==> config.mk <==
export PLATFORM = sky130hd
export DESIGN_NAME = cdb_arbiter
export DESIGN_NICKNAME = d
export VERILOG_FILES = /design/src/rtl/cdb_arbiter_pkg.sv /design/src/rtl/cdb_arbiter_fifo.sv /design/src/rtl/cdb_arbiter.sv
export SDC_FILE = /design/constraint.sdc
export NUM_CORES = 1
export LEC_CHECK = 0
export ABC_AREA = 1
export BUFFER_PORTS_ARGS = -buffer_cell sky130_fd_sc_hd__clkbuf_2
export CAP_MARGIN = 0
export CORE_ASPECT_RATIO = 1.4
export CORE_MARGIN = 3
export CORE_UTILIZATION = 30
export CTS_CLUSTER_SIZE = 28
export DETAILED_ROUTE_END_ITERATION = 10
export PLACE_DENSITY = 0.48
export SLEW_MARGIN = 20
export SYNTH_ARGS = -nofsm -noshare
export SYNTH_HDL_FRONTEND = slang
export SYNTH_SLANG_ARGS = --single-unit
==> constraint.sdc <==
create_clock -name clk -period 4.4 [get_ports clk]
set_input_delay 1.32 -clock clk [delete_from_list [all_inputs] [get_ports clk]]
set_output_delay 1.32 -clock clk [all_outputs]
set_load 0.02 [all_outputs]
==> src/rtl/cdb_arbiter_pkg.sv <==
// Shared constants and helpers for the CDB write-back arbiter.
// Latency: n/a (package only).
// Backpressure: n/a (package only).
//
// Contents:
//   CDB_ROB_BITS  - ROB index width (mirrors `robsize)
//   CDB_REQ_NUM   - default number of requesting units (mirrors `cdb_req_num)
//   CDB_BUF_DEPTH - default per-unit FIFO depth (mirrors `cdb_buf_depth)
//   CDB_DATA_W    - result width
//   cdb_cnt_w()   - FIFO occupancy counter width for a given depth
//   rr_index()    - round-robin search position helper
package cdb_arbiter_pkg;

  localparam int CDB_ROB_BITS  = 4;
  localparam int CDB_REQ_NUM   = 3;
  localparam int CDB_BUF_DEPTH = 2;
  localparam int CDB_DATA_W    = 32;

  // Counter must represent 0..depth inclusive, hence one bit more than the pointer.
  function automatic int cdb_cnt_w(input int depth);
    return $clog2(depth) + 1;
  endfunction

  // Index visited at search step 'step' (1..n) after the last winner 'last'.
  function automatic int unsigned rr_index(input int unsigned last,
                                           input int unsigned step,
                                           input int unsigned n);
    return (last + step) % n;
  endfunction

endpackage

==> src/rtl/cdb_arbiter_fifo.sv <==
// Per-unit result buffer: small circular FIFO with synchronous flush.
// Latency: a pushed entry becomes the head on the cycle after the push edge.
// Backpressure: full is raised at DEPTH entries; push while full and pop while empty are ignored.
//
// Ports:
//   clk, rst   - clock, asynchronous active-high reset
//   push       - write push_data at this edge
//   push_data  - entry to write
//   pop        - drop the head at this edge
//   flush      - empty the FIFO at this edge (wins over push and pop)
//   head       - current head entry (meaningful only when !empty)
//   empty/full - occupancy flags from the current count
module cdb_arbiter_fifo
  import cdb_arbiter_pkg::*;
#(
  parameter int WIDTH = 36,
  parameter int DEPTH = 2
) (
  input  logic             clk,
  input  logic             rst,
  input  logic             push,
  input  logic [WIDTH-1:0] push_data,
  input  logic             pop,
  input  logic             flush,
  output logic [WIDTH-1:0] head,
  output logic             empty,
  output logic             full
);

  localparam int PTR_W = $clog2(DEPTH);
  localparam int CNT_W = cdb_cnt_w(DEPTH);
  localparam logic [CNT_W-1:0] FULL_CNT = CNT_W'(DEPTH);

  logic [WIDTH-1:0] mem [DEPTH];
  logic [PTR_W-1:0] wr_ptr;
  logic [PTR_W-1:0] rd_ptr;
  logic [CNT_W-1:0] count;
  logic             do_push;
  logic             do_pop;

  assign empty   = (count == '0);
  assign full    = (count == FULL_CNT);
  assign do_push = push && !full && !flush;
  assign do_pop  = pop && !empty && !flush;
  assign head    = mem[rd_ptr];

  // DEPTH is a power of two, so the pointers wrap by plain overflow.
  always_ff @(posedge clk or posedge rst) begin
    if (rst) begin
      wr_ptr <= '0;
      rd_ptr <= '0;
      count  <= '0;
    end else if (flush) begin
      wr_ptr <= '0;
      rd_ptr <= '0;
      count  <= '0;
    end else begin
      if (do_push) wr_ptr <= wr_ptr + PTR_W'(1);
      if (do_pop)  rd_ptr <= rd_ptr + PTR_W'(1);
      case ({do_push, do_pop})
        2'b10:   count <= count + CNT_W'(1);
        2'b01:   count <= count - CNT_W'(1);
        default: count <= count;
      endcase
    end
  end

  // Storage carries no reset; the count alone says which slots are live.
  always_ff @(posedge clk) begin
    if (do_push) mem[wr_ptr] <= push_data;
  end

endmodule

==> src/rtl/cdb_arbiter.sv <==
// Shares the single ROB write-back (CDB) port among NUM_REQ execution units.
// Latency: FIFO entry to cdb_* is one registered stage; push edge N appears in cycle N+1 at the earliest.
// Backpressure: req_ready[i] = rdy && FIFO i not full; rdy low freezes everything including cdb_*.
//
// Optional feature: define CDB_BYPASS_EN to let an empty unit with req_valid compete
// in the same cycle and go straight to cdb_* without entering its FIFO.
//
// Ports:
//   clk, rst                 - clock, asynchronous active-high reset
//   rdy                      - global enable (low = all state frozen)
//   flush                    - ROB clear; drops every buffered result and any same-cycle push
//   req_valid/req_ready      - per-unit handshake
//   req_rob_id / req_value   - packed per-unit results, unit i at [i*W +: W]
//   cdb_valid/rob_id/value   - registered ROB write port
//   cdb_src                  - registered one-hot of the unit that produced cdb_*
//   idle                     - all FIFOs empty and no result on the CDB
module cdb_arbiter
  import cdb_arbiter_pkg::*;
#(
  parameter int NUM_REQ   = CDB_REQ_NUM,
  parameter int ROB_BITS  = CDB_ROB_BITS,
  parameter int DATA_W    = CDB_DATA_W,
  parameter int BUF_DEPTH = CDB_BUF_DEPTH
) (
  input  logic                         clk,
  input  logic                         rst,
  input  logic                         rdy,
  input  logic                         flush,
  input  logic [NUM_REQ-1:0]           req_valid,
  output logic [NUM_REQ-1:0]           req_ready,
  input  logic [NUM_REQ*ROB_BITS-1:0]  req_rob_id,
  input  logic [NUM_REQ*DATA_W-1:0]    req_value,
  output logic                         cdb_valid,
  output logic [ROB_BITS-1:0]          cdb_rob_id,
  output logic [DATA_W-1:0]            cdb_value,
  output logic [NUM_REQ-1:0]           cdb_src,
  output logic                         idle
);

  localparam int IDX_W = $clog2(NUM_REQ);
  localparam int ENT_W = ROB_BITS + DATA_W;
  localparam logic [IDX_W-1:0] RR_INIT = IDX_W'(NUM_REQ - 1);

  logic [NUM_REQ-1:0] fifo_empty;
  logic [NUM_REQ-1:0] fifo_full;
  logic [NUM_REQ-1:0] fifo_push;
  logic [NUM_REQ-1:0] fifo_pop;
  logic [ENT_W-1:0]   fifo_head [NUM_REQ];
  logic [ENT_W-1:0]   req_ent   [NUM_REQ];
  logic               fifo_flush;

  logic [NUM_REQ-1:0] cand;
  logic               gnt_found;
  logic [IDX_W-1:0]   gnt_idx;
  logic [IDX_W-1:0]   search_idx;
  logic               gnt_bypass;
  logic [ENT_W-1:0]   gnt_ent;
  logic               commit;

  logic [IDX_W-1:0]   rr_last;

  // A result leaves its buffer only when the pipeline is enabled and not being cleared.
  assign commit     = rdy && !flush;
  assign fifo_flush = rdy && flush;

  // ---------------------------------------------------------------------------
  // Per-unit buffers
  // ---------------------------------------------------------------------------
  for (genvar i = 0; i < NUM_REQ; i++) begin : g_unit
    assign req_ent[i]   = {req_rob_id[i*ROB_BITS +: ROB_BITS], req_value[i*DATA_W +: DATA_W]};
    // Ready looks only at the current count: a full FIFO refuses even if it pops this edge.
    assign req_ready[i] = rdy && !fifo_full[i];

    cdb_arbiter_fifo #(
      .WIDTH (ENT_W),
      .DEPTH (BUF_DEPTH)
    ) u_fifo (
      .clk       (clk),
      .rst       (rst),
      .push      (fifo_push[i]),
      .push_data (req_ent[i]),
      .pop       (fifo_pop[i]),
      .flush     (fifo_flush),
      .head      (fifo_head[i]),
      .empty     (fifo_empty[i]),
      .full      (fifo_full[i])
    );
  end

  // ---------------------------------------------------------------------------
  // Candidate set
  // ---------------------------------------------------------------------------
`ifdef CDB_BYPASS_EN
  // An empty unit presenting a result competes directly; empty implies not full,
  // so such a unit is always ready whenever rdy is high.
  assign cand       = ~fifo_empty | (fifo_empty & req_valid);
  assign gnt_bypass = gnt_found && fifo_empty[gnt_idx];
`else
  assign cand       = ~fifo_empty;
  assign gnt_bypass = 1'b0;
`endif

  // ---------------------------------------------------------------------------
  // Round-robin grant: first candidate after the last winner, wrapping.
  // ---------------------------------------------------------------------------
  always_comb begin
    gnt_found  = 1'b0;
    gnt_idx    = '0;
    search_idx = '0;
    for (int k = 1; k <= NUM_REQ; k++) begin
      search_idx = IDX_W'(rr_index(32'(rr_last), k, NUM_REQ));
      if (!gnt_found && cand[search_idx]) begin
        gnt_found = 1'b1;
        gnt_idx   = search_idx;
      end
    end
  end

  always_comb begin
    gnt_ent = fifo_head[gnt_idx];
    if (gnt_bypass) gnt_ent = req_ent[gnt_idx];
  end

  // ---------------------------------------------------------------------------
  // FIFO push/pop strobes
  // ---------------------------------------------------------------------------
  always_comb begin
    fifo_push = '0;
    fifo_pop  = '0;
    for (int i = 0; i < NUM_REQ; i++) begin
      // A bypassed result goes straight to the CDB and must not also be buffered.
      fifo_push[i] = commit && req_valid[i] && req_ready[i] &&
                     !(gnt_bypass && (gnt_idx == IDX_W'(i)));
      fifo_pop[i]  = commit && gnt_found && !gnt_bypass && (gnt_idx == IDX_W'(i));
    end
  end

  // ---------------------------------------------------------------------------
  // Registered CDB output and round-robin pointer
  // ---------------------------------------------------------------------------
  always_ff @(posedge clk or posedge rst) begin
    if (rst) begin
      cdb_valid  <= 1'b0;
      cdb_rob_id <= '0;
      cdb_value  <= '0;
      cdb_src    <= '0;
      rr_last    <= RR_INIT;
    end else if (rdy) begin
      if (flush) begin
        // rr_last is deliberately kept so fairness carries across a flush.
        cdb_valid <= 1'b0;
      end else if (gnt_found) begin
        cdb_valid  <= 1'b1;
        cdb_rob_id <= gnt_ent[ENT_W-1 -: ROB_BITS];
        cdb_value  <= gnt_ent[DATA_W-1:0];
        cdb_src    <= {{(NUM_REQ-1){1'b0}}, 1'b1} << gnt_idx;
        rr_last    <= gnt_idx;
      end else begin
        // Payload is left as-is; only the valid drops.
        cdb_valid <= 1'b0;
      end
    end
  end

  assign idle = (&fifo_empty) && !cdb_valid;

endmodule

==> results of run 1 <==
[cell usage in the layout, fill, tap and decap left out, types with 2 or more instances in the layout]
cell type	count
sky130_fd_sc_hd__nor2_1	159
sky130_fd_sc_hd__clkbuf_1	7
sky130_fd_sc_hd__inv_1	29
sky130_fd_sc_hd__clkbuf_16	29
sky130_fd_sc_hd__clkbuf_8	3
sky130_fd_sc_hd__buf_4	9
sky130_fd_sc_hd__mux2i_1	24
sky130_fd_sc_hd__o21ai_0	69
sky130_fd_sc_hd__bufinv_16	3
sky130_fd_sc_hd__nor2_4	9
sky130_fd_sc_hd__clkinv_2	4
sky130_fd_sc_hd__edfxtp_1	216
sky130_fd_sc_hd__o21ai_1	16
sky130_fd_sc_hd__clkinvlp_4	3
sky130_fd_sc_hd__nand2_2	7
sky130_fd_sc_hd__mux2_2	12
sky130_fd_sc_hd__nand3_1	63
sky130_fd_sc_hd__buf_12	2
sky130_fd_sc_hd__nor2_2	2
sky130_fd_sc_hd__o21bai_1	15
sky130_fd_sc_hd__inv_4	2
sky130_fd_sc_hd__nand2_1	94
sky130_fd_sc_hd__dfrtp_1	52
sky130_fd_sc_hd__inv_2	5
sky130_fd_sc_hd__clkbuf_2	158
sky130_fd_sc_hd__ha_1	4
sky130_fd_sc_hd__nand3_2	5
sky130_fd_sc_hd__o211ai_1	11
sky130_fd_sc_hd__o21ai_2	10
sky130_fd_sc_hd__a21oi_1	2
sky130_fd_sc_hd__nand2_4	5
[layer usage]
metal  track usage [%]  up-vias  share of wire [%]
met3              2.03       27                4.1
met2              30.5      178                 56
met5                 0        -                  0
li1                  -     3353                  -
met1              18.4     3387                 38
met4              3.73        0                1.7
[critical path: cells and delay by family]
| kind | cells | cell delay (ps) |
|---|---|---|
| and+or+nand+nor | 1 | 130 |
| buffers and inverters | 3 | 340 |
[cell type report]
class                           count  area, um2
Fill cell                        3578      22700
Sequential cell                   270       7840
Multi-Input combinational cell    517       2790
Timing Repair Buffer              169        898
Clock buffer                       39        793
Tap cell                          462        578
Clock inverter                     13        154
Inverter                           36        140
[synth_stat cells]
cell type	number	share of area (%)
sky130_fd_sc_hd__mux2_2	12	1.2
sky130_fd_sc_hd__ha_1	4	0.46
sky130_fd_sc_hd__nor2_8	1	0.18
sky130_fd_sc_hd__mux2i_1	24	2.2
sky130_fd_sc_hd__buf_12	1	0.18
sky130_fd_sc_hd__buf_8	1	0.14
sky130_fd_sc_hd__nor3_1	1	0.046
sky130_fd_sc_hd__edfxtp_1	216	59
sky130_fd_sc_hd__nor2_4	3	0.31
sky130_fd_sc_hd__a21oi_1	2	0.091
sky130_fd_sc_hd__dfstp_2	1	0.24
sky130_fd_sc_hd__o21ai_1	16	0.73
sky130_fd_sc_hd__o21ai_2	10	0.80
sky130_fd_sc_hd__o21ai_0	69	3.2
sky130_fd_sc_hd__nand3_4	1	0.16
sky130_fd_sc_hd__nand3b_1	1	0.069
sky130_fd_sc_hd__clkbuf_1	17	0.58
sky130_fd_sc_hd__nor2_2	2	0.11
sky130_fd_sc_hd__buf_4	1	0.069
sky130_fd_sc_hd__nand2_2	7	0.40
sky130_fd_sc_hd__inv_4	2	0.11
sky130_fd_sc_hd__dfrtp_1	53	12
sky130_fd_sc_hd__nand4_1	1	0.057
sky130_fd_sc_hd__o211ai_1	11	0.75
sky130_fd_sc_hd__inv_2	4	0.14
sky130_fd_sc_hd__nor3_2	1	0.091
sky130_fd_sc_hd__a22o_1	1	0.080
sky130_fd_sc_hd__nand3_1	63	2.9
sky130_fd_sc_hd__buf_2	13	0.59
sky130_fd_sc_hd__a21oi_2	1	0.080
sky130_fd_sc_hd__xnor2_1	1	0.080
sky130_fd_sc_hd__buf_6	6	0.62
sky130_fd_sc_hd__nand4_4	1	0.19
sky130_fd_sc_hd__nand2_1	94	3.2
sky130_fd_sc_hd__nand3_2	5	0.46
sky130_fd_sc_hd__o21bai_1	15	1.0
sky130_fd_sc_hd__inv_1	30	1.0
sky130_fd_sc_hd__nand2_4	5	0.51
sky130_fd_sc_hd__nor2_1	165	5.7
[metrics by stage]
| step | total power (uW) | worst slack (ps) | cell area, um2 | std cells |
|---|---|---|---|---|
| 2_1_floorplan | 5640 | 478 | 11000 | 862 |
| 3_3_place_gp | 6940 | 951 | 12200 | 1454 |
| 3_5_place_dp | 6950 | 895 | 12200 | 1454 |
| 4_1_cts | 9420 | 1280 | 13200 | 1506 |
| 5_1_grt | 9750 | 1170 | 13200 | 1506 |
| 6_report | 9190 | 1290 | 13200 | 1506 |
[path summary, 6_finish.rpt]
kind	cells past startpoint	slack, ps	from	end
setup reg to reg	15	1440	rr_last[0]	cdb_value[21]
max in group asynchronous	3	2690	rst	cdb_value[9]
setup / recovery	4	1290	rdy	req_ready[1]
hold / removal	2	490	cdb_src[1]	cdb_src[1]
min in group asynchronous	2	900	rst	cdb_value[3]
hold reg to reg	2	490	cdb_src[1]	cdb_src[1]
[registers in the layout (all words and copies together), names as in the netlist, 2 cells and up]
register              flops
g_unit.u_fifo.mem       216
cdb_value                32
g_unit.u_fifo.count       6
cdb_rob_id                4
cdb_src                   3
g_unit.u_fifo.rd_ptr      3
g_unit.u_fifo.wr_ptr      3
rr_last                   2
[logic make-up (layout without fill, tap and decap cells)]
logic type	Yosys count	count (layout)
xor+xnor	1	1
flops	270	270
buf+inv	75	257
compound gates	125	125
simple gates	351	351
fa+ha+maj	4	4
mux	36	36
[power by group]
group | total, uW | switching (uW) | internal, uW
logic | 3380 | 2440 | 937
registers | 3370 | 270 | 3100
clock network | 2440 | 1000 | 1440
total | 9190 | 3720 | 5470
==> impl_metrics.sql, run 1 <==
INSERT INTO impl_metrics (metric_group, metric, value, unit) VALUES
('sta', 'finalSetupTns', '0', 'ps'),
('sta', 'hold-worst-slack', '493', 'ps'),
('die', 'fp.dieW', '168', 'um'),
('clock_network', 'cts_tree', 'built', ''),
('detailed_routing', 'wl', '31100', 'um'),
('sta', 'top_achievable_clock_speed', '322', 'MHz'),
('worst_setup_path', 'startpoint_type', 'input pin', ''),
('detailed_routing', 'routed_wire_per_std_cell', '20.6', 'um'),
('sta', 'rsz_0062_raised_after_global_routing', 'no', ''),
('sta', 'max_slew_margin', '27.5', '%'),
('worst_hold_path', 'hold_path.class', 'flip-flop to flip-flop', ''),
('detailed_routing', 'via_per_inst', '4.61', ''),
('yosys', 'combinational_family_with_the_most_area_after_synthesis', 'simple AND/OR/NAND/NOR gates', ''),
('clock_network', 'cts_repair_resizes', '0', ''),
('yosys', 'post_synth_fa_ha_maj_area_fraction', '0.457', '%'),
('global_route', 'grt_first_pass_wirelength', '45300', 'um'),
('sta', 'finalSetupViolCount', '0', ''),
('clock_network', 'cts_hold_repair.buffers', '0', ''),
('layout', 'utilization', '36.7', '%'),
('yosys', 'postSynthAreaPerCell', '12.7', 'um2'),
('detailed_routing', 'detail_route.drc_violations', '0', ''),
('die', 'std_cell_rows', '82', ''),
('sta', 'final-hold-violation-count', '0', ''),
('outcome', 'result_of_the_run', 'finished, final reports clean', ''),
('worst_setup_path', 'worst-endpoint-required', '3080', 'ps'),
('worst_setup_path', 'path_class', 'input pin to primary output', ''),
('clock_network', 'clk_pin_slew', '60', 'ps'),
('global_route', 'overflow', '0', ''),
('yosys', 'ys_ff_latch', '270', ''),
('job', 'maxCapViolCount', '0', ''),
('detailed_routing', 'via_count', '6945', ''),
('worst_setup_path', 'worst_path_cell_trace', 'clkbuf_2 > inv_1 > nor2_1 > clkbuf_2', ''),
('global_route', 'first_global_vias', '6964', ''),
('clock_network', 'clkLatencyLatePin', '550', 'ps'),
('die', 'die_y', '232', 'um'),
('yosys', 'yosys-mux-area-fraction', '3.43', '%'),
('sta', 'worst-slew-pin-transition', '1090', 'ps'),
('die', 'area_of_the_die', '38900', 'um2'),
('placement', 'gp_congestion', '0.806', ''),
('worst_setup_path', 'critical_path.endpoint_type', 'primary output', ''),
('yosys', 'synth_simple_gate_area_share', '14.3', '%'),
('detailed_routing', 'drt_iter0_markers', '425', ''),
('layout', 'drive_above_1_share', '26.5', '%'),
('yosys', 'synth_seq_area_share', '71.5', '%'),
('sta', 'period_minus_slack', '3110', 'ps'),
('clock_network', 'post-cts-setup-buffers', '0', ''),
('yosys', 'share_of_the_synthesized_area_in_compound_gates_ao_oa_aoi_oai', '6.71', '%'),
('worst_setup_path', 'worstPathMaxFanout', '5', ''),
('yosys', 'synth.cell_area', '11000', 'um2'),
('worst_setup_path', 'critical_path.max_stage_delay', '180', 'ps'),
('yosys', 'fraction_of_synthesized_cell_area_in_xor_and_xnor_cells', '0.0799', '%'),
('power_and_ir_drop', 'irDropWorstVdd', '0.430', 'mV'),
('die', 'initial_utilization', '30.5', '%'),
('placement', 'buffers_added_on_ports', '158', ''),
('yosys', 'synth_cells', '862', ''),
('global_route', 'gr_util_all_layers', '15.8', '%'),
('worst_setup_path', 'critPathMostFrequentCell', 'sky130_fd_sc_hd__clkbuf_2', ''),
('layout', 'antenna_fix_cells', '0', ''),
('sta', 'layout_worst_path_cycle_share', '70.7', '%'),
('worst_setup_path', 'critPathSlowestCell', 'sky130_fd_sc_hd__clkbuf_2', ''),
('yosys', 'synth_cell_type_count', '39', ''),
('sta', 'fin_skew', '11.0', 'ps'),
('detailed_routing', 'ant_nets', '0', ''),
('die', 'core_area', '35900', 'um2'),
('yosys', 'synth_fp_nets', '981', ''),
('power_and_ir_drop', 'power_density', '697', 'nW/um2'),
('clock_network', 'max-clock-path-buffers', '3', ''),
('clock_network', 'cts_made_buffers', '28', ''),
('global_route', 'grt_max_degree', '42', ''),
('clock_network', 'numClockSinks', '270', ''),
('clock_network', 'clock_tree.root_cell', 'sky130_fd_sc_hd__clkbuf_16', ''),
('worst_setup_path', 'worst-endpoint-arrival', '1790', 'ps'),
('global_route', 'number_of_antenna_violations_at_the_first_check_in_global_routing', '0', ''),
('layout', 'area.growth.synth_to_final', '20.4', '%'),
('clock_network', 'cts_max_level', '1', ''),
('placement', 'total_half_perimeter_wirelength_after_legalization_and_detailed_placement', '21500', 'um'),
('power_and_ir_drop', 'static-leakage-power', '0.00511', 'uW'),
('yosys', 'synth.yosys.warnings', '0', ''),
('die', 'design.portCount', '159', ''),
('detailed_routing', 'drt_first_pass_iters', '4', ''),
('sta', 'timing.final.max_slew_violations', '0', ''),
('layout', 'final_layout_net_count', '1141', '');
No activity file was read; power rests on OpenSTA's default activity.
==> inputs of run 2 (changes only) <==
- clock period: 4.4 -> 2.9 ns (I/O delays scaled with it)
==> run 2 against run 1 <==
Routed wire length grew 0.27%. Die area is the same. Cell count grew 1.3%. Clock skew grew 9.4 ps. Via count grew 2.8%. Sequential power grew 51%. Final area grew 1.8%. Critical path depth grew 11. Global-route usage shrank 0.087 points. Critical path type is now flip-flop to flip-flop.
==> impl_metrics.sql, run 2 (synthesis gave the netlist of run 1 again) <==
INSERT INTO impl_metrics (metric_group, metric, value, unit) VALUES
('layout', 'num-fill-cells', '3523', ''),
('clock_network', 'cts_tree', 'built', ''),
('die', 'fp.dieW', '168', 'um'),
('sta', 'hold-worst-slack', '246', 'ps'),
('layout', 'final-instance-count-excl-fill', '1525', ''),
('global_route', 'grt_max_degree', '38', ''),
('layout', 'final_layout_net_count', '1159', ''),
('worst_setup_path', 'critPathMostFrequentCell', 'sky130_fd_sc_hd__nand2_1', ''),
('worst_setup_path', 'critical_path.endpoint_type', 'flip-flop', ''),
('global_route', 'first_global_vias', '7324', ''),
('die', 'core_area', '35900', 'um2'),
('global_route', 'grt_first_pass_wirelength', '45300', 'um'),
('sta', 'fin_skew', '20.3', 'ps'),
('worst_setup_path', 'worst_path_cell_trace', 'inv_1 > ha_1 > inv_1 > nand2_2 > nand2_1 > nand2_1 > nand2_2 > nand2_1 > nand2_1 > nand2_2 > nand2_4 > inv_4 > o21ai_0 > nand3_1 > o211ai_1', ''),
('layout', 'largest_register', 'g_unit.u_fifo.mem', ''),
('power_and_ir_drop', 'fin_total_pwr', '14200', 'uW'),
('global_route', 'grtUsageMet2', '30.0', '%'),
('clock_network', 'cts_repair_resizes', '0', ''),
('detailed_routing', 'ant_nets', '0', ''),
('global_route', 'gr-usage-met3', '2.26', '%'),
('worst_setup_path', 'startpoint_type', 'flip-flop', ''),
('sta', 'timing.final.max_slew_violations', '0', ''),
('detailed_routing', 'detail_route.drc_violations', '0', ''),
('global_route', 'met1_usage', '17.8', '%'),
('sta', 'layout_worst_path_cycle_share', '85.8', '%'),
('die', 'die_y', '232', 'um'),
('sta', 'rsz_0062_raised_after_global_routing', 'no', ''),
('layout', 'area.growth.synth_to_final', '22.5', '%'),
('worst_setup_path', 'critPathSlowestCell', 'sky130_fd_sc_hd__dfrtp_1', ''),
('clock_network', 'clk_pin_slew', '60', 'ps'),
('die', 'design.portCount', '159', ''),
('detailed_routing', 'wl', '31100', 'um'),
('clock_network', 'clkLatencyLatePin', '550', 'ps'),
('placement', 'place_area', '12500', 'um2'),
('clock_network', 'numClockSinks', '270', ''),
('layout', 'layout_commonest_cell', 'sky130_fd_sc_hd__edfxtp_1', ''),
('detailed_routing', 'drt_iter0_markers', '434', ''),
('sta', 'worst-slew-pin-transition', '886', 'ps'),
('layout', 'largest_reg_flops', '216', ''),
('global_route', 'overflow', '0', ''),
('die', 'initial_utilization', '30.5', '%'),
('clock_network', 'clock_tree.root_cell', 'sky130_fd_sc_hd__clkbuf_16', ''),
('sta', 'final-hold-violation-count', '0', ''),
('worst_setup_path', 'worst-endpoint-arrival', '2900', 'ps'),
('power_and_ir_drop', 'irDropWorstVdd', '0.609', 'mV'),
('layout', 'biggestRegsByFlops', 'g_unit.u_fifo.mem x216, cdb_value x32, g_unit.u_fifo.count x6', ''),
('worst_setup_path', 'critical_path.max_stage_delay', '390', 'ps'),
('global_route', 'gr_util_all_layers', '15.7', '%'),
('sta', 'max_slew_margin', '40.9', '%'),
('die', 'std_cell_rows', '82', ''),
('worst_setup_path', 'worst-path-buf-inv', '3', ''),
('placement', 'gp_congestion', '0.836', ''),
('clock_network', 'cts_hold_repair.buffers', '0', ''),
('worst_setup_path', 'worst-endpoint-required', '3310', 'ps'),
('sta', 'top_achievable_clock_speed', '402', 'MHz'),
('worst_setup_path', 'critical_path.top_delay_family', 'simple AND/OR/NAND/NOR gates', ''),
('detailed_routing', 'routed_wire_per_std_cell', '20.4', 'um'),
('worst_setup_path', 'path_class', 'flip-flop to flip-flop', ''),
('clock_network', 'max-clock-path-buffers', '3', ''),
('sta', 'finalSetupViolCount', '0', ''),
('global_route', 'grt-busiest-layer', 'met2', ''),
('power_and_ir_drop', 'static-leakage-power', '0.00522', 'uW'),
('detailed_routing', 'drt_first_pass_iters', '4', ''),
('layout', 'final_area', '13400', 'um2'),
('placement', 'total_half_perimeter_wirelength_after_legalization_and_detailed_placement', '22000', 'um'),
('power_and_ir_drop', 'power_density', '1050', 'nW/um2'),
('sta', 'finalSetupTns', '0', 'ps'),
('job', 'maxCapViolCount', '0', ''),
('detailed_routing', 'via_per_inst', '4.68', ''),
('detailed_routing', 'via_count', '7136', ''),
('die', 'area_of_the_die', '38900', 'um2'),
('worst_hold_path', 'hold_path.class', 'input pin to asynchronous set/reset pin', ''),
('sta', 'period_minus_slack', '2490', 'ps'),
('global_route', 'number_of_antenna_violations_at_the_first_check_in_global_routing', '1', ''),
('clock_network', 'cts_max_level', '1', ''),
('worst_setup_path', 'worstPathMaxFanout', '36', ''),
('placement', 'buffers_added_on_ports', '158', ''),
('layout', 'commonest_cells_after_routing_fill_and_taps_aside', 'sky130_fd_sc_hd__edfxtp_1 (216), sky130_fd_sc_hd__nor2_1 (159), sky130_fd_sc_hd__clkbuf_2 (158)', ''),
('clock_network', 'cts_made_buffers', '29', ''),
('outcome', 'result_of_the_run', 'finished, final reports clean', ''),
('clock_network', 'post-cts-setup-buffers', '0', ''),
('layout', 'drive_above_1_share', '27.4', '%'),
('layout', 'multi_input_area', '2790', 'um2'),
('layout', 'final-seq-area', '7840', 'um2'),
('placement', 'placed_cells', '1471', '');
-- run 2: cell types whose count changed in the layout (fill, tap and decap cells not counted), sizes merged --
cell      previous run  this run
bufinv               3         5
clkbuf             197       194
buf                 11        28
clkinvlp             3         2
clkinv               6         9
diode                0         1
-- run 2: worst paths after layout --
| path | startpoint | endpoint | cells after the start | slack [ps] |
|---|---|---|---|---|
| max | rr_last[0] | cdb_value[16] | 15 | 410 |
| min | rst | cdb_rob_id[3] | 2 | 250 |
| max reg2reg | rr_last[0] | cdb_value[16] | 15 | 410 |
| min reg2reg | cdb_src[1] | cdb_src[1] | 2 | 480 |
| max in group asynchronous | rst | rr_last[1] | 3 | 1900 |
| min in group clk | cdb_src[1] | cdb_src[1] | 2 | 480 |
-- run 2: worst reg2reg max path: stages (launching register included) --
cell and delay, ps:
sky130_fd_sc_hd__dfrtp_1 390, sky130_fd_sc_hd__inv_1 80, sky130_fd_sc_hd__ha_1 370, sky130_fd_sc_hd__inv_1 110, sky130_fd_sc_hd__nand2_2 90, sky130_fd_sc_hd__nand2_1 50
sky130_fd_sc_hd__nand2_1 70, sky130_fd_sc_hd__nand2_2 70, sky130_fd_sc_hd__nand2_1 80, sky130_fd_sc_hd__nand2_1 70, sky130_fd_sc_hd__nand2_2 70, sky130_fd_sc_hd__nand2_4 130
sky130_fd_sc_hd__inv_4 330, sky130_fd_sc_hd__o21ai_0 170, sky130_fd_sc_hd__nand3_1 170, sky130_fd_sc_hd__o211ai_1 110
-- run 2: power by group --
part	internal (uW)	switching [uW]	total (uW)
combinational	1640	3650	5290
clock	2280	1490	3770
sequential	4700	390	5090
total	8620	5530	14200
-- run 2: cell type report --
class | count | share of cell area [%]
Sequential cell | 270 | 58.4
Multi-Input combinational cell | 517 | 20.8
Timing Repair Buffer | 186 | 8.29
Clock buffer | 36 | 5.60
Tap cell | 462 | 4.30
Clock inverter | 17 | 1.60
Inverter | 36 | 1.04
Antenna cell | 1 | 0.0186
-- run 2: per-stage QoR --
step | util [%] | setup slack (ps)
after floorplan | - | 20.8
after global placement | 34.7 | 438
after detailed placement | 34.7 | 423
after CTS | 37.4 | 400
after global routing | 37.4 | 179
final | 37.4 | 412
-- run 2: per-layer routing --
| layer | up-vias | part of all wire, % |
|---|---|---|
| li1 | 3387 | - |
| met1 | 3514 | 38 |
| met2 | 190 | 55 |
| met3 | 45 | 4.5 |
| met4 | 0 | 2.9 |
| met5 | - | 0 |
==> inputs of run 3 (changes only) <==
- CELL_PAD_IN_SITES_DETAIL_PLACEMENT: not set -> 0
- CELL_PAD_IN_SITES_GLOBAL_PLACEMENT: not set -> 1
- PLACE_DENSITY: 0.48 -> 0.57
==> run 3 against run 2 <==
Non-clock buffer count fell by 5. Flip-flop and latch count did not move. Core utilization fell by 0.29 points. Clock skew fell by 10 ps.
==> impl_metrics.sql, run 3 (synthesis gave the netlist of run 1 again) <==
INSERT INTO impl_metrics (metric_group, metric, value, unit) VALUES
('outcome', 'result_of_the_run', 'finished, final reports clean', ''),
('layout', 'layout_commonest_cell', 'sky130_fd_sc_hd__edfxtp_1', ''),
('clock_network', 'cts_tree', 'built', ''),
('sta', 'final.setup.worst_slack', '387', 'ps'),
('power_and_ir_drop', 'irDropWorstVdd', '0.953', 'mV'),
('global_route', 'grt_max_degree', '53', ''),
('sta', 'fin_skew', '9.90', 'ps'),
('clock_network', 'cts_repair_resizes', '0', ''),
('sta', 'finalSetupViolCount', '0', ''),
('layout', 'final-instance-count-excl-fill', '1514', ''),
('die', 'std_cell_rows', '82', ''),
('placement', 'placed_cells', '1466', ''),
('die', 'die_y', '232', 'um'),
('worst_setup_path', 'worstPathMaxFanout', '17', ''),
('sta', 'top_achievable_clock_speed', '398', 'MHz'),
('clock_network', 'clock_tree.root_cell', 'sky130_fd_sc_hd__clkbuf_16', ''),
('detailed_routing', 'drt_iter0_markers', '358', ''),
('sta', 'timing.final.max_slew_violations', '0', ''),
('detailed_routing', 'detail_route.drc_violations', '0', ''),
('worst_setup_path', 'worst-endpoint-arrival', '2920', 'ps'),
('layout', 'final_layout_net_count', '1151', ''),
('worst_setup_path', 'worst-endpoint-required', '3310', 'ps'),
('layout', 'area.growth.synth_to_final', '21.6', '%'),
('layout', 'num-fill-cells', '3558', ''),
('clock_network', 'post-cts-setup-buffers', '0', ''),
('worst_setup_path', 'critical_path.endpoint_type', 'flip-flop', ''),
('layout', 'biggestRegsByFlops', 'g_unit.u_fifo.mem x216, cdb_value x32, g_unit.u_fifo.count x6', ''),
('layout', 'drive_above_1_share', '27.3', '%'),
('global_route', 'first_global_vias', '7118', ''),
('global_route', 'number_of_antenna_violations_at_the_first_check_in_global_routing', '0', ''),
('worst_setup_path', 'path_class', 'flip-flop to flip-flop', ''),
('placement', 'place_ws', '382', 'ps'),
('die', 'area_of_the_die', '38900', 'um2'),
('global_route', 'overflow', '0', ''),
('clock_network', 'cts_made_buffers', '26', ''),
('die', 'design.portCount', '159', ''),
('layout', 'largest_register', 'g_unit.u_fifo.mem', ''),
('worst_hold_path', 'hold_path.class', 'input pin to asynchronous set/reset pin', ''),
('detailed_routing', 'routed_wire_per_std_cell', '20.1', 'um'),
('worst_setup_path', 'startpoint_type', 'flip-flop', ''),
('sta', 'period_minus_slack', '2510', 'ps'),
('clock_network', 'cts_hold_repair.buffers', '0', ''),
('sta', 'worst-slew-pin-transition', '788', 'ps'),
('detailed_routing', 'via_count', '6975', ''),
('detailed_routing', 'via_per_inst', '4.61', ''),
('worst_setup_path', 'critical_path.startpoint', 'rr_last[0]', ''),
('worst_setup_path', 'reg2reg_from', 'rr_last[0]', ''),
('die', 'fp.dieW', '168', 'um'),
('job', 'maxCapViolCount', '0', ''),
('power_and_ir_drop', 'power_density', '1010', 'nW/um2'),
('clock_network', 'max-clock-path-buffers', '3', ''),
('layout', 'final-seq-area', '7840', 'um2'),
('layout', 'utilization', '37.1', '%'),
('sta', 'max_slew_margin', '47.4', '%'),
('placement', 'total_half_perimeter_wirelength_after_legalization_and_detailed_placement', '20800', 'um'),
('power_and_ir_drop', 'static-leakage-power', '0.00516', 'uW'),
('detailed_routing', 'drt_first_pass_iters', '4', ''),
('placement', 'buffers_added_on_ports', '158', ''),
('die', 'core_area', '35900', 'um2'),
('sta', 'final-hold-violation-count', '0', ''),
('sta', 'layout_worst_path_cycle_share', '86.6', '%'),
('clock_network', 'numClockSinks', '270', ''),
('clock_network', 'clkLatencyLatePin', '530', 'ps'),
('sta', 'rsz_0062_raised_after_global_routing', 'no', ''),
('layout', 'multi_input_area', '2790', 'um2'),
('clock_network', 'cts_max_level', '1', ''),
('detailed_routing', 'wl', '30400', 'um'),
('layout', 'antenna_fix_cells', '0', ''),
('sta', 'finalSetupTns', '0', 'ps'),
('layout', 'commonest_cells_after_routing_fill_and_taps_aside', 'sky130_fd_sc_hd__edfxtp_1 (216), sky130_fd_sc_hd__nor2_1 (159), sky130_fd_sc_hd__clkbuf_2 (158)', ''),
('clock_network', 'clk_pin_slew', '60', 'ps'),
('placement', 'gp_congestion', '0.754', ''),
('layout', 'largest_reg_flops', '216', ''),
('die', 'initial_utilization', '30.5', '%'),
('detailed_routing', 'ant_nets', '0', ''),
('global_route', 'grt_first_pass_wirelength', '45100', 'um'),
('global_route', 'gr_util_all_layers', '15.5', '%'),
('power_and_ir_drop', 'fin_total_pwr', '13400', 'uW');
run 3: cell type report:
type	count	share of cell area, %
timing repair buffer	181	8.45
tap	462	4.34
inverter	36	1.05
sequential	270	58.9
clock buffer	35	5.52
multi-input combinational	517	20.9
clock inverter	13	0.864
run 3: per-stage QoR:
step,area [um2],hold WS [ps]
after floorplan,11000,507
after global placement,12500,482
after detailed placement,12500,484
after CTS,13300,338
after global routing,13300,352
final,13300,343
run 3: where the power goes:
part,internal (uW),leakage [uW],switching (uW),total (uW)
Combinational,1610,0.00212,3360,4970
Sequential,4700,0.00263,363,5060
Clock,1950,0.000415,1410,3360
Total,8260,0.00516,5130,13400
run 3: final timing paths:
kind	to	slack (ps)	depth (start not counted)
min	cdb_value[3]	340	2
max in group asynchronous	rr_last[1]	1890	3
min in group clk	cdb_value[2]	490	2
max	cdb_value[24]	390	14
max reg2reg	cdb_value[24]	390	14
min reg2reg	cdb_value[2]	490	2
run 3: metal layers:
layer | vias to the layer above | wire length, um | global-route usage [%]
li1 | 3365 | - | -
met1 | 3413 | 12000 | 18.2
met2 | 162 | 16500 | 29.1
met3 | 35 | 1270 | 2.25
met4 | 0 | 716 | 4.60
met5 | - | 0 | 0
run 3: critical path, cell delays in order (launching register included):
cell and delay [ps]:
sky130_fd_sc_hd__dfrtp_1 400, sky130_fd_sc_hd__inv_1 80, sky130_fd_sc_hd__ha_1 360, sky130_fd_sc_hd__inv_1 150, sky130_fd_sc_hd__nand2_2 80, sky130_fd_sc_hd__nand2_1 60, sky130_fd_sc_hd__nand2_1 50, sky130_fd_sc_hd__nand2_2 80
sky130_fd_sc_hd__nand3_2 100, sky130_fd_sc_hd__nand2_4 140, sky130_fd_sc_hd__inv_2 80, sky130_fd_sc_hd__nand2_4 170, sky130_fd_sc_hd__buf_4 340, sky130_fd_sc_hd__o21ai_0 120, sky130_fd_sc_hd__o21bai_1 160
